<file path="src/rtl/ssd_scan_ctrl.sv">
// ssd_scan_ctrl: multiplexed seven-segment scan with dead time, LZS, blanking and double-buffered frame updates
module ssd_scan_ctrl #(
    parameter int NUM_DIGITS   = 4,
    parameter int DIGIT_CYCLES = 100000,
    parameter int BLANK_CYCLES = 1000
) (
    input  logic                    ssd_scan_ctrl_port_clk,
    input  logic                    ssd_scan_ctrl_port_rst_n,
    input  logic [4*NUM_DIGITS-1:0] ssd_scan_ctrl_port_data,
    input  logic                    ssd_scan_ctrl_port_load,
    input  logic [NUM_DIGITS-1:0]   ssd_scan_ctrl_port_blank_mask,
    input  logic                    ssd_scan_ctrl_port_lzs_en,
    output logic [3:0]              ssd_scan_ctrl_port_digit,
    output logic [NUM_DIGITS-1:0]   ssd_scan_ctrl_port_an_n,
    output logic                    ssd_scan_ctrl_port_seg_blank,
    output logic                    ssd_scan_ctrl_port_frame_done
);
    localparam int CW = (DIGIT_CYCLES > 1) ? $clog2(DIGIT_CYCLES) : 1;
    localparam int IW = (NUM_DIGITS > 1) ? $clog2(NUM_DIGITS) : 1;
    localparam int DW = 4 * NUM_DIGITS;
    localparam logic [CW-1:0] CNT_LAST   = CW'(DIGIT_CYCLES - 1);
    localparam logic [CW-1:0] BLANK_LAST = CW'(BLANK_CYCLES - 1);
    localparam logic [IW-1:0] IDX_LAST   = IW'(NUM_DIGITS - 1);

    typedef enum logic {S_BLANK, S_SHOW} state_t;

    // The scan position (state, counter, index) runs one cycle ahead of the
    // registered outputs, so every output flop is loaded from the position
    // it is about to present.
    state_t                state_q, state_d;
    logic [CW-1:0]         cnt_q, cnt_d;
    logic [IW-1:0]         idx_q, idx_d;
    logic [DW-1:0]         stage_q, stage_d;
    logic [DW-1:0]         shadow_q, shadow_d;
    logic                  pend_q, pend_d;
    logic [3:0]            digit_q, digit_d;
    logic [NUM_DIGITS-1:0] an_n_q, an_n_d;
    logic                  seg_blank_q, seg_blank_d;
    logic                  frame_done_q, frame_done_d;
    logic [NUM_DIGITS-1:0] lz, dark;
    logic                  all_zero, slot_end, frame_start;

    // Darkness per digit: explicit mask, or leading zero (digit 0 always kept)
    always_comb begin
        all_zero = 1'b1;
        lz = '0;
        for (int i = NUM_DIGITS - 1; i >= 0; i--) begin
            all_zero = all_zero & (shadow_q[4*i +: 4] == 4'd0);
            lz[i] = all_zero & (i != 0);
        end
        dark = ssd_scan_ctrl_port_blank_mask | ({NUM_DIGITS{ssd_scan_ctrl_port_lzs_en}} & lz);
    end

    // Next-state for scan FSM, load buffering and the registered outputs
    always_comb begin
        slot_end    = cnt_q == CNT_LAST;
        frame_start = (cnt_q == '0) && (idx_q == '0);
        state_d     = slot_end ? S_BLANK
                    : (state_q == S_BLANK && cnt_q == BLANK_LAST) ? S_SHOW : state_q;
        cnt_d       = slot_end ? '0 : cnt_q + 1'b1;
        idx_d       = !slot_end ? idx_q : (idx_q == IDX_LAST) ? '0 : idx_q + 1'b1;
        stage_d     = ssd_scan_ctrl_port_load ? ssd_scan_ctrl_port_data : stage_q;
        pend_d      = frame_start ? 1'b0 : (pend_q | ssd_scan_ctrl_port_load);
        shadow_d    = !frame_start ? shadow_q
                    : ssd_scan_ctrl_port_load ? ssd_scan_ctrl_port_data
                    : pend_q ? stage_q : shadow_q;
        digit_d     = (state_q == S_BLANK && cnt_q == '0) ? shadow_d[4*idx_q +: 4] : digit_q;
        an_n_d      = '1;
        if (state_q == S_SHOW && !dark[idx_q])
            an_n_d[idx_q] = 1'b0;
        seg_blank_d  = &an_n_d;
        frame_done_d = frame_start;
    end

    // State and output registers, cleared asynchronously
    always_ff @(posedge ssd_scan_ctrl_port_clk or negedge ssd_scan_ctrl_port_rst_n) begin
        if (!ssd_scan_ctrl_port_rst_n) begin
            state_q      <= S_BLANK;
            cnt_q        <= '0;
            idx_q        <= '0;
            stage_q      <= '0;
            shadow_q     <= '0;
            pend_q       <= 1'b0;
            digit_q      <= 4'd0;
            an_n_q       <= '1;
            seg_blank_q  <= 1'b1;
            frame_done_q <= 1'b0;
        end else begin
            state_q      <= state_d;
            cnt_q        <= cnt_d;
            idx_q        <= idx_d;
            stage_q      <= stage_d;
            shadow_q     <= shadow_d;
            pend_q       <= pend_d;
            digit_q      <= digit_d;
            an_n_q       <= an_n_d;
            seg_blank_q  <= seg_blank_d;
            frame_done_q <= frame_done_d;
        end
    end

    assign ssd_scan_ctrl_port_digit      = digit_q;
    assign ssd_scan_ctrl_port_an_n       = an_n_q;
    assign ssd_scan_ctrl_port_seg_blank  = seg_blank_q;
    assign ssd_scan_ctrl_port_frame_done = frame_done_q;
endmodule

</file>
<file path="config.mk">
export PLATFORM = sky130hd
export DESIGN_NAME = ssd_scan_ctrl
export DESIGN_NICKNAME = d
export VERILOG_FILES = /design/src/rtl/ssd_scan_ctrl.sv
export SDC_FILE = /design/constraint.sdc
export NUM_CORES = 1
export LEC_CHECK = 0
export ABC_CLOCK_PERIOD_IN_PS = 2650
export BUFFER_PORTS_ARGS = -buffer_cell sky130_fd_sc_hd__clkbuf_2
export CAP_MARGIN = 25
export CORE_ASPECT_RATIO = 0.5
export CORE_MARGIN = 8
export CORE_UTILIZATION = 50
export CTS_CLUSTER_SIZE = 16
export DETAILED_ROUTE_END_ITERATION = 7
export PLACE_DENSITY = 0.7
export SETUP_SLACK_MARGIN = 0.5
export SYNTH_ARGS = -nofsm -noshare
export SYNTH_HDL_FRONTEND = slang
export SYNTH_SLANG_ARGS = --single-unit
</file>
<file path="constraint.sdc">
create_clock -name ssd_scan_ctrl_port_clk -period 2.65 [get_ports ssd_scan_ctrl_port_clk]
set_input_delay 0 -clock ssd_scan_ctrl_port_clk [delete_from_list [all_inputs] [get_ports ssd_scan_ctrl_port_clk]]
set_output_delay 0 -clock ssd_scan_ctrl_port_clk [all_outputs]
set_load 0.01 [all_outputs]
</file>
==> results of run 1 <==
[kinds of logic (layout without fill, tap and decap cells)]
family | after synthesis | in the layout | share of synthesized area [%]
compound gates | 51 | 51 | 11.2
buf+inv | 22 | 89 | 3.17
fa+ha+maj | 6 | 6 | 2.47
simple gates | 114 | 115 | 19.9
flops | 63 | 63 | 52.1
mux | 19 | 19 | 6.72
xor+xnor | 15 | 15 | 4.33
[stage by stage]
step	setup slack [ps]	hold WS (ps)
6_report	521	89.0
5_1_grt	393	112
4_1_cts	504	79.3
3_5_place_dp	210	228
3_3_place_gp	284	210
2_1_floorplan	537	-296
[worst max-delay path: cells and delay by family, from the launching register on]
kind	cells	cell delay, ps
AND/OR/NAND/NOR	3	900
adder cells (fa/ha/maj)	1	130
buffers and inverters	2	270
flip-flops	1	390
AO/OA/AOI/OAI	3	310
[sequential cells by signal, summed over array words and instances, names as in the netlist, 2 cells and up]
name and flops:
ssd_scan_ctrl_port_digit 4, cnt_q 17, ssd_scan_ctrl_port_an_n 4, idx_q 2, shadow_q 16, stage_q 16
[what timing repair did]
item                                    in CTS  in global routing
endpoints found under the setup margin       6                  4
hold buffers                                17                  0
pin swaps                                    2                 10
endpoints found under the hold margin       74                  0
cloned                                       0                  1
resized for setup                            9                 20
buffers inserted                             5                  3
[cells in the final DEF (no fill, tap or decap), types with 3 or more instances in the layout]
master,Yosys,routed
nor3_1,10,8
xor2_1,8,8
a22oi_1,4,4
dfstp_2,5,5
a21oi_1,7,7
a31oi_1,4,4
nor2_1,27,27
and3_1,4,4
dlygate4sd3_1,0,17
nand3_1,7,7
a311o_1,3,3
nand2_1,30,29
xnor2_1,7,7
nor3_2,1,3
clkbuf_16,0,9
or3_1,4,4
clkbuf_2,0,33
mux2i_1,8,8
nor4_2,0,4
ha_1,6,4
o21ai_0,15,14
inv_1,10,8
nand4_1,4,4
mux2_2,11,11
inv_2,1,3
clkbuf_1,5,4
o22ai_1,3,3
nor4_1,9,4
o31ai_1,4,3
dfrtp_1,58,56
buf_4,1,10
[layer usage]
layer	share of wire, %	wire length [um]
met5	0	0
met4	1.6	121
met1	46	3490
met3	3.9	301
met2	49	3730
[worst max path at each step]
stage | start | to | slack (ps)
after floorplan | idx_q[0] | ssd_scan_ctrl_port_digit[1] | 540
after global placement | cnt_q[0] | ssd_scan_ctrl_port_digit[1] | 280
after detailed placement | cnt_q[0] | ssd_scan_ctrl_port_digit[0] | 210
after CTS | idx_q[1] | ssd_scan_ctrl_port_digit[2] | 500
after global routing | cnt_q[1] | ssd_scan_ctrl_port_digit[2] | 390
final | cnt_q[0] | ssd_scan_ctrl_port_digit[2] | 520
[where the power goes]
part           internal [mW]  switching, mW  leakage (nW)  total, mW
clock network          0.683          0.402         0.134       1.08
logic                 0.0836         0.0912         0.825      0.175
registers               1.01         0.0296         0.764       1.04
total                   1.78          0.522          1.72       2.30
[layout make-up]
| cell class | instances | area (um2) | share of cell area, % |
|---|---|---|---|
| Sequential cell | 63 | 1590 | 40.4 |
| Multi-Input combinational cell | 206 | 1490 | 38.0 |
| Timing Repair Buffer | 62 | 433 | 11.0 |
| Clock buffer | 15 | 268 | 6.83 |
| Tap cell | 77 | 96.3 | 2.46 |
| Inverter | 11 | 41.3 | 1.05 |
| Clock inverter | 1 | 5.00 | 0.128 |
==> flow_summary_export.csv, run 1 <==
group,metric,value,unit
run,max-cap-violations,0,
sta,period_share,80.3,%
finish,fillers,479,
floorplanning,die_area,0.00897,mm2
outcome,outcome,"completed",
detailed_routing,routedWlPerCell,17.6,um
cts,clock-sinks,63,
critical_path,crit_path_end_kind,"flop",
floorplanning,fp.dieH,71.1,um
cts,cts_buffer_depth,2,
placed_design,gp_congestion,0.869,
yosys,synthTopCellsByCount,"58 x dfrtp_1, 30 x nand2_1, 27 x nor2_1, 15 x o21ai_0, 11 x mux2_2",
critical_path,reg2reg_from,"cnt_q[0]",
grt,gr-usage-met2,28.4,%
sta,fmax,470,MHz
yosys,netlist-cell-type-count,52,
finish,fin_cells,435,
yosys,ys_warn_count,0,
hold_path,min_path_cells,4,
power,ir_drop,0.344,mV
placed_design,dp_cells,393,
floorplanning,core-area,0.00596,mm2
grt,use_met1,20.9,%
detailed_routing,routed_via_density,5.66,
sta,period_needed,2130,ps
sta,rsz0062_at_grt,"true",
grt,gr-total-overflow,0,
critical_path,crit_type,"reg -> reg",
floorplanning,start_util,51.0,%
yosys,synth-edff-count,0,
critical_path,crit_path_max_fanout,6,
sta,finalSetupViolations,0,
finish,antennaDiodeCount,0,
power,power.total,2.30,mW
critical_path,cp.required,2860,ps
sta,relSlewSlack,44.8,%
placed_design,dpl_cell_area,0.00327,mm2
yosys,synth.most_common_cell,"dfrtp_1",
critical_path,startpoint_type,"flop",
detailed_routing,first_pass_iters,4,
finish,final_cell_area,0.00392,mm2
critical_path,rr_worst_depth,9,
grt,grt_pass1_vias,2530,
detailed_routing,ant_nets,0,
finish,syn2layout_area_growth,29.1,%
detailed_routing,drcViolationCount,0,
cts,ctsHtreeMaxLevel,3,
sta,maxSlewViolCount,0,
sta,tns,0,ps
floorplanning,dieWidth,126,um
yosys,synth_top_area_share,47.8,%
detailed_routing,drt_iter0_drc,193,
critical_path,rrSetupSlack,520,ps
cts,cts_buffers,9,
yosys,synth_area_leader_cell,"dfrtp_1",
floorplanning,io_pins,34,
placed_design,dp.final_hpwl,4950,um
critical_path,timing.rr.end,"ssd_scan_ctrl_port_digit[2]",
yosys,synth_area_per_cell,10.5,um2
yosys,syn_area,0.00304,mm2
yosys,ys_seq_area_share,52.1,%
yosys,syn_nets,320,
detailed_routing,routed_wl,7640,um
grt,use_met3,6.60,%
critical_path,arrival,2340,ps
yosys,ys_async_sr_fraction,100,%
grt,grt_max_degree,64,
critical_path,max_stage_delay,530,ps
finish,final_nets,383,
sta,finalHoldViolCount,0,
grt,antenna_found_initial,0,
grt,grt_pass1_wl,12500,um
hold_path,min_from,"ssd_scan_ctrl_port_blank_mask[2]",
finish,drive_gt1_share,28.5,%
placed_design,io_buffers,33,
detailed_routing,via_count,2460,
yosys,synth_top_cells_by_area,"dfrtp_1 48%, dfstp_2 4.3%, mux2_2 4.1%",
cts,cts-root-buf,"clkbuf_16",
power,power_density,588,mW/mm2
hold_path,hold_class,"in -> reg",
cts,clkLatencyLatePin,330,ps
cts,cts_tree,"yes",
yosys,ys_seq_elements,63,
floorplanning,rows,20,
sta,skew,4.53,ps
hold_path,worstHoldEndpoint,"ssd_scan_ctrl_port_an_n[0]",
yosys,ys.flop_type,"dfrtp_1",
yosys,syn_inst,290,
cts,path_clk_slew,50,ps
critical_path,crit_chain,"inv_2 -> ha_4 -> nor4b_4 -> buf_6 -> nand2_8 -> or4_4 -> o31ai_4 -> a311o_1 -> a31oi_1",
grt,grtUsageTotal,17.9,%
grt,grt.busiest_layer,"met2",
sta,tightest_slew,828,ps
finish,utilization,65.8,%
critical_path,crit_slowest_cell,"or4_4",
power,p_leak,1.72,nW
No activity file was read; power rests on OpenSTA's default activity.
==> run 2: changes to the inputs <==
--- a/config.mk
+++ b/config.mk
@@ -5,7 +5,8 @@
 export SDC_FILE = /design/constraint.sdc
 export NUM_CORES = 1
 export LEC_CHECK = 0
-export ABC_CLOCK_PERIOD_IN_PS = 2650
+export ABC_AREA = 1
+export ABC_CLOCK_PERIOD_IN_PS = 2000
 export BUFFER_PORTS_ARGS = -buffer_cell sky130_fd_sc_hd__clkbuf_2
 export CAP_MARGIN = 25
 export CORE_ASPECT_RATIO = 0.5
@@ -13,7 +14,7 @@
 export CORE_UTILIZATION = 50
 export CTS_CLUSTER_SIZE = 16
 export DETAILED_ROUTE_END_ITERATION = 7
-export PLACE_DENSITY = 0.7
+export PLACE_DENSITY = 0.69
 export SETUP_SLACK_MARGIN = 0.5
 export SYNTH_ARGS = -nofsm -noshare
 export SYNTH_HDL_FRONTEND = slang
==> constraint.sdc (replaced) <==
create_clock -name ssd_scan_ctrl_port_clk -period 2 [get_ports ssd_scan_ctrl_port_clk]
set_input_delay 0 -clock ssd_scan_ctrl_port_clk [delete_from_list [all_inputs] [get_ports ssd_scan_ctrl_port_clk]]
set_output_delay 0 -clock ssd_scan_ctrl_port_clk [all_outputs]
set_load 0.01 [all_outputs]
==> run 2 against run 1 <==
Routed wire length up 23%. Clock skew up 4.5 ps. Via count up 35%. Sequential share of layout area down 7.2 points. Utilization up 5.7 points. Design area up 22%. Die area up 11%. Power up 48%. Sequential power up 30%. Area after synthesis up 14%. Fmax up 21%. Largest cell class is now multi-input gates.
==> flow_summary_export.csv, run 2 <==
group,metric,value,unit
placed_design,gp_congestion,0.886,
yosys,synth.most_common_cell,"nand2_1",
yosys,ys.flop_type,"dfrtp_1",
detailed_routing,ant_nets,0,
grt,grt_pass1_wl,15500,um
detailed_routing,first_pass_iters,5,
finish,antennaDiodeCount,0,
sta,tns,0,ps
floorplanning,core-area,0.00667,mm2
finish,layout_commonest_cell,"nand2_1",
sta,skew,8.99,ps
yosys,synth_fa_ha_area_share,2.17,%
yosys,synth_area_leader_cell,"dfrtp_1",
critical_path,crit_chain,"inv_2 -> ha_4 -> nand2_2 -> nor2_1 -> nand2_1 -> nor2_4 -> buf_6 -> nand3_4 -> nand3_2 -> nand2_1 -> nand2_1 -> nand2_1 -> nand2_1 -> nand2_1",
critical_path,startpoint_type,"flop",
yosys,synth_xor_area_share,0.253,%
cts,path_clk_slew,60,ps
detailed_routing,drcViolationCount,0,
critical_path,critPathMostFrequentCell,"nand2_1",
grt,grt_pass1_vias,3338,
cts,clock-sinks,63,
sta,tightest_slew,576,ps
yosys,ys_seq_area_share,45.8,%
yosys,synth_area_per_cell,7.50,um2
critical_path,cp.required,2230,ps
detailed_routing,via_count,3329,
power,ir_drop,0.550,mV
yosys,syn_area,0.00346,mm2
yosys,muxShareOfSynthArea,0,%
critical_path,crit_path_end_kind,"flop",
sta,period_needed,1760,ps
cts,cts_buffer_depth,2,
yosys,ys_warn_count,0,
finish,final_nets,577,
placed_design,dp.final_hpwl,6140,um
critical_path,crit_path_max_fanout,6,
critical_path,crit_type,"reg -> reg",
grt,antenna_found_initial,0,
critical_path,arrival,1990,ps
finish,top_regs,"cnt_q: 17 flops, shadow_q: 16 flops, stage_q: 16 flops",
yosys,synthSimpleGateAreaFrac,37.7,%
finish,largest_register_ffs,17,
power,p_leak,2.43,nW
sta,finalHoldViolCount,0,
floorplanning,die_area,0.00999,mm2
run,max-cap-violations,0,
detailed_routing,drt_iter0_drc,235,
sta,fmax,568,MHz
cts,cts_buffers,9,
finish,fillers,537,
floorplanning,rows,21,
yosys,synth_top_cells_by_area,"dfrtp_1 42%, nand2_1 19%, inv_1 5.2%",
power,power_density,715,mW/mm2
yosys,ys_seq_elements,63,
placed_design,io_buffers,33,
finish,drive_gt1_share,33.3,%
detailed_routing,routedWlPerCell,14.6,um
sta,period_share,88.1,%
floorplanning,fp.dieH,74.8,um
detailed_routing,routed_wl,9390,um
finish,largest-register,"cnt_q",
cts,cts-root-buf,"clkbuf_16",
sta,rsz0062_at_grt,"true",
floorplanning,dieWidth,134,um
sta,maxSlewViolCount,0,
floorplanning,start_util,51.8,%
cts,clkLatencyLatePin,340,ps
placed_design,dpl_cell_area,0.00381,mm2
yosys,syn_inst,461,
floorplanning,io_pins,34,
cts,cts_tree,"yes",
critical_path,crit_slowest_cell,"dfrtp_1",
yosys,synth_compound_area_share,6.05,%
grt,gr-total-overflow,0,
outcome,outcome,"completed",
yosys,netlist-cell-type-count,35,
yosys,synth_top_area_share,42.0,%
finish,syn2layout_area_growth,38.1,%
cts,ctsHtreeMaxLevel,3,
yosys,ys_async_sr_fraction,100,%
critical_path,rrSetupSlack,240,ps
critical_path,max_stage_delay,400,ps
yosys,synth-edff-count,0,
grt,grt_max_degree,25,
yosys,synthTopCellsByCount,"176 x nand2_1, 58 x dfrtp_1, 48 x inv_1, 35 x nand3_1, 29 x nor2_1",
sta,relSlewSlack,61.6,%
finish,final_cell_mix,"159 x nand2_1, 54 x dfrtp_1, 40 x inv_1",
yosys,syn_nets,491,
detailed_routing,routed_via_density,5.17,
finish,final_cell_area,0.00477,mm2
sta,finalSetupViolations,0,
hold_path,hold_class,"in -> reg",
yosys,synth_top_family_by_area,"simple AND/OR/NAND/NOR gates",
grt,grtUsageTotal,19.4,%
[run 2: logic make-up (layout without fill, tap and decap cells)]
logic type | after synthesis | after routing
and+or+nand+nor | 292 | 292
buffers and inverters | 66 | 157
adders and majority gates | 6 | 6
DFF | 63 | 63
AOI/OAI and AO/OA | 33 | 33
xor gates and xnor gates | 1 | 1
[run 2: worst paths after layout]
check | endpoint | cells after the start | startpoint
setup / recovery | ssd_scan_ctrl_port_digit[1] | 14 | cnt_q[0]
hold / removal | stage_q[7] | 4 | ssd_scan_ctrl_port_load
setup reg to reg | ssd_scan_ctrl_port_digit[1] | 14 | cnt_q[0]
hold reg to reg | stage_q[15] | 2 | stage_q[15]
max in group asynchronous | idx_q[1] | 3 | ssd_scan_ctrl_port_rst_n
min in group asynchronous | cnt_q[15] | 2 | ssd_scan_ctrl_port_rst_n
[run 2: per-layer routing]
metal  part of all wire (%)  global-route usage, %  up-vias  wire length [um]
li1                       -                      -     1632                 -
met1                     46                   24.0     1591              4340
met2                     48                   32.0       91              4470
met3                    4.9                   5.99       15               457
met4                    1.4                   7.15        0               131
met5                      0                      0        -                 0
[run 2: report_power, final]
group          internal, mW  switching, mW
sequential             1.33         0.0249
combinational         0.107          0.138
clock                  1.25          0.568
[run 2: through the flow]
| stage | hold slack, ps | power (mW) | utilization [%] | setup slack (ps) | std cells |
|---|---|---|---|---|---|
| finish | 37.5 | 3.41 | 71.5 | 239 | 644 |
| global route | 56.3 | 3.54 | 71.5 | 132 | 644 |
| CTS | 40.5 | 3.42 | 68.5 | 245 | 637 |
| detailed placement | 29.0 | 1.58 | 57.2 | 197 | 590 |
| global placement | 24.1 | 1.57 | 57.2 | 172 | 590 |
| floorplan | -296 | 1.48 | - | 431 | 461 |
[run 2: layout make-up]
type / count / area, um2 / area share, %
multi-input combinational: 332 / 1850 / 38.7
sequential: 63 / 1590 / 33.3
timing repair buffer: 86 / 657 / 13.8
clock buffer: 10 / 239 / 5.01
inverter: 55 / 218 / 4.56
tap: 92 / 115 / 2.41
clock inverter: 6 / 108 / 2.26
[run 2: critical path: cells and delay by family (launching register included)]
kind                       cells  cell delay, ps
adders and majority gates      1             140
buffers and inverters          2             260
DFF                            1             400
and+or+nand+nor               11             860
[run 2: timing repair]
item / in CTS / in global routing
hold buffers: 17 / 0
pin swaps: 12 / 19
endpoints found under the setup margin: 37 / 39
cloned: 1 / 0
hold endpoints to repair: 33 / 0
buffers inserted: 13 / 7
resized for setup: 29 / 52
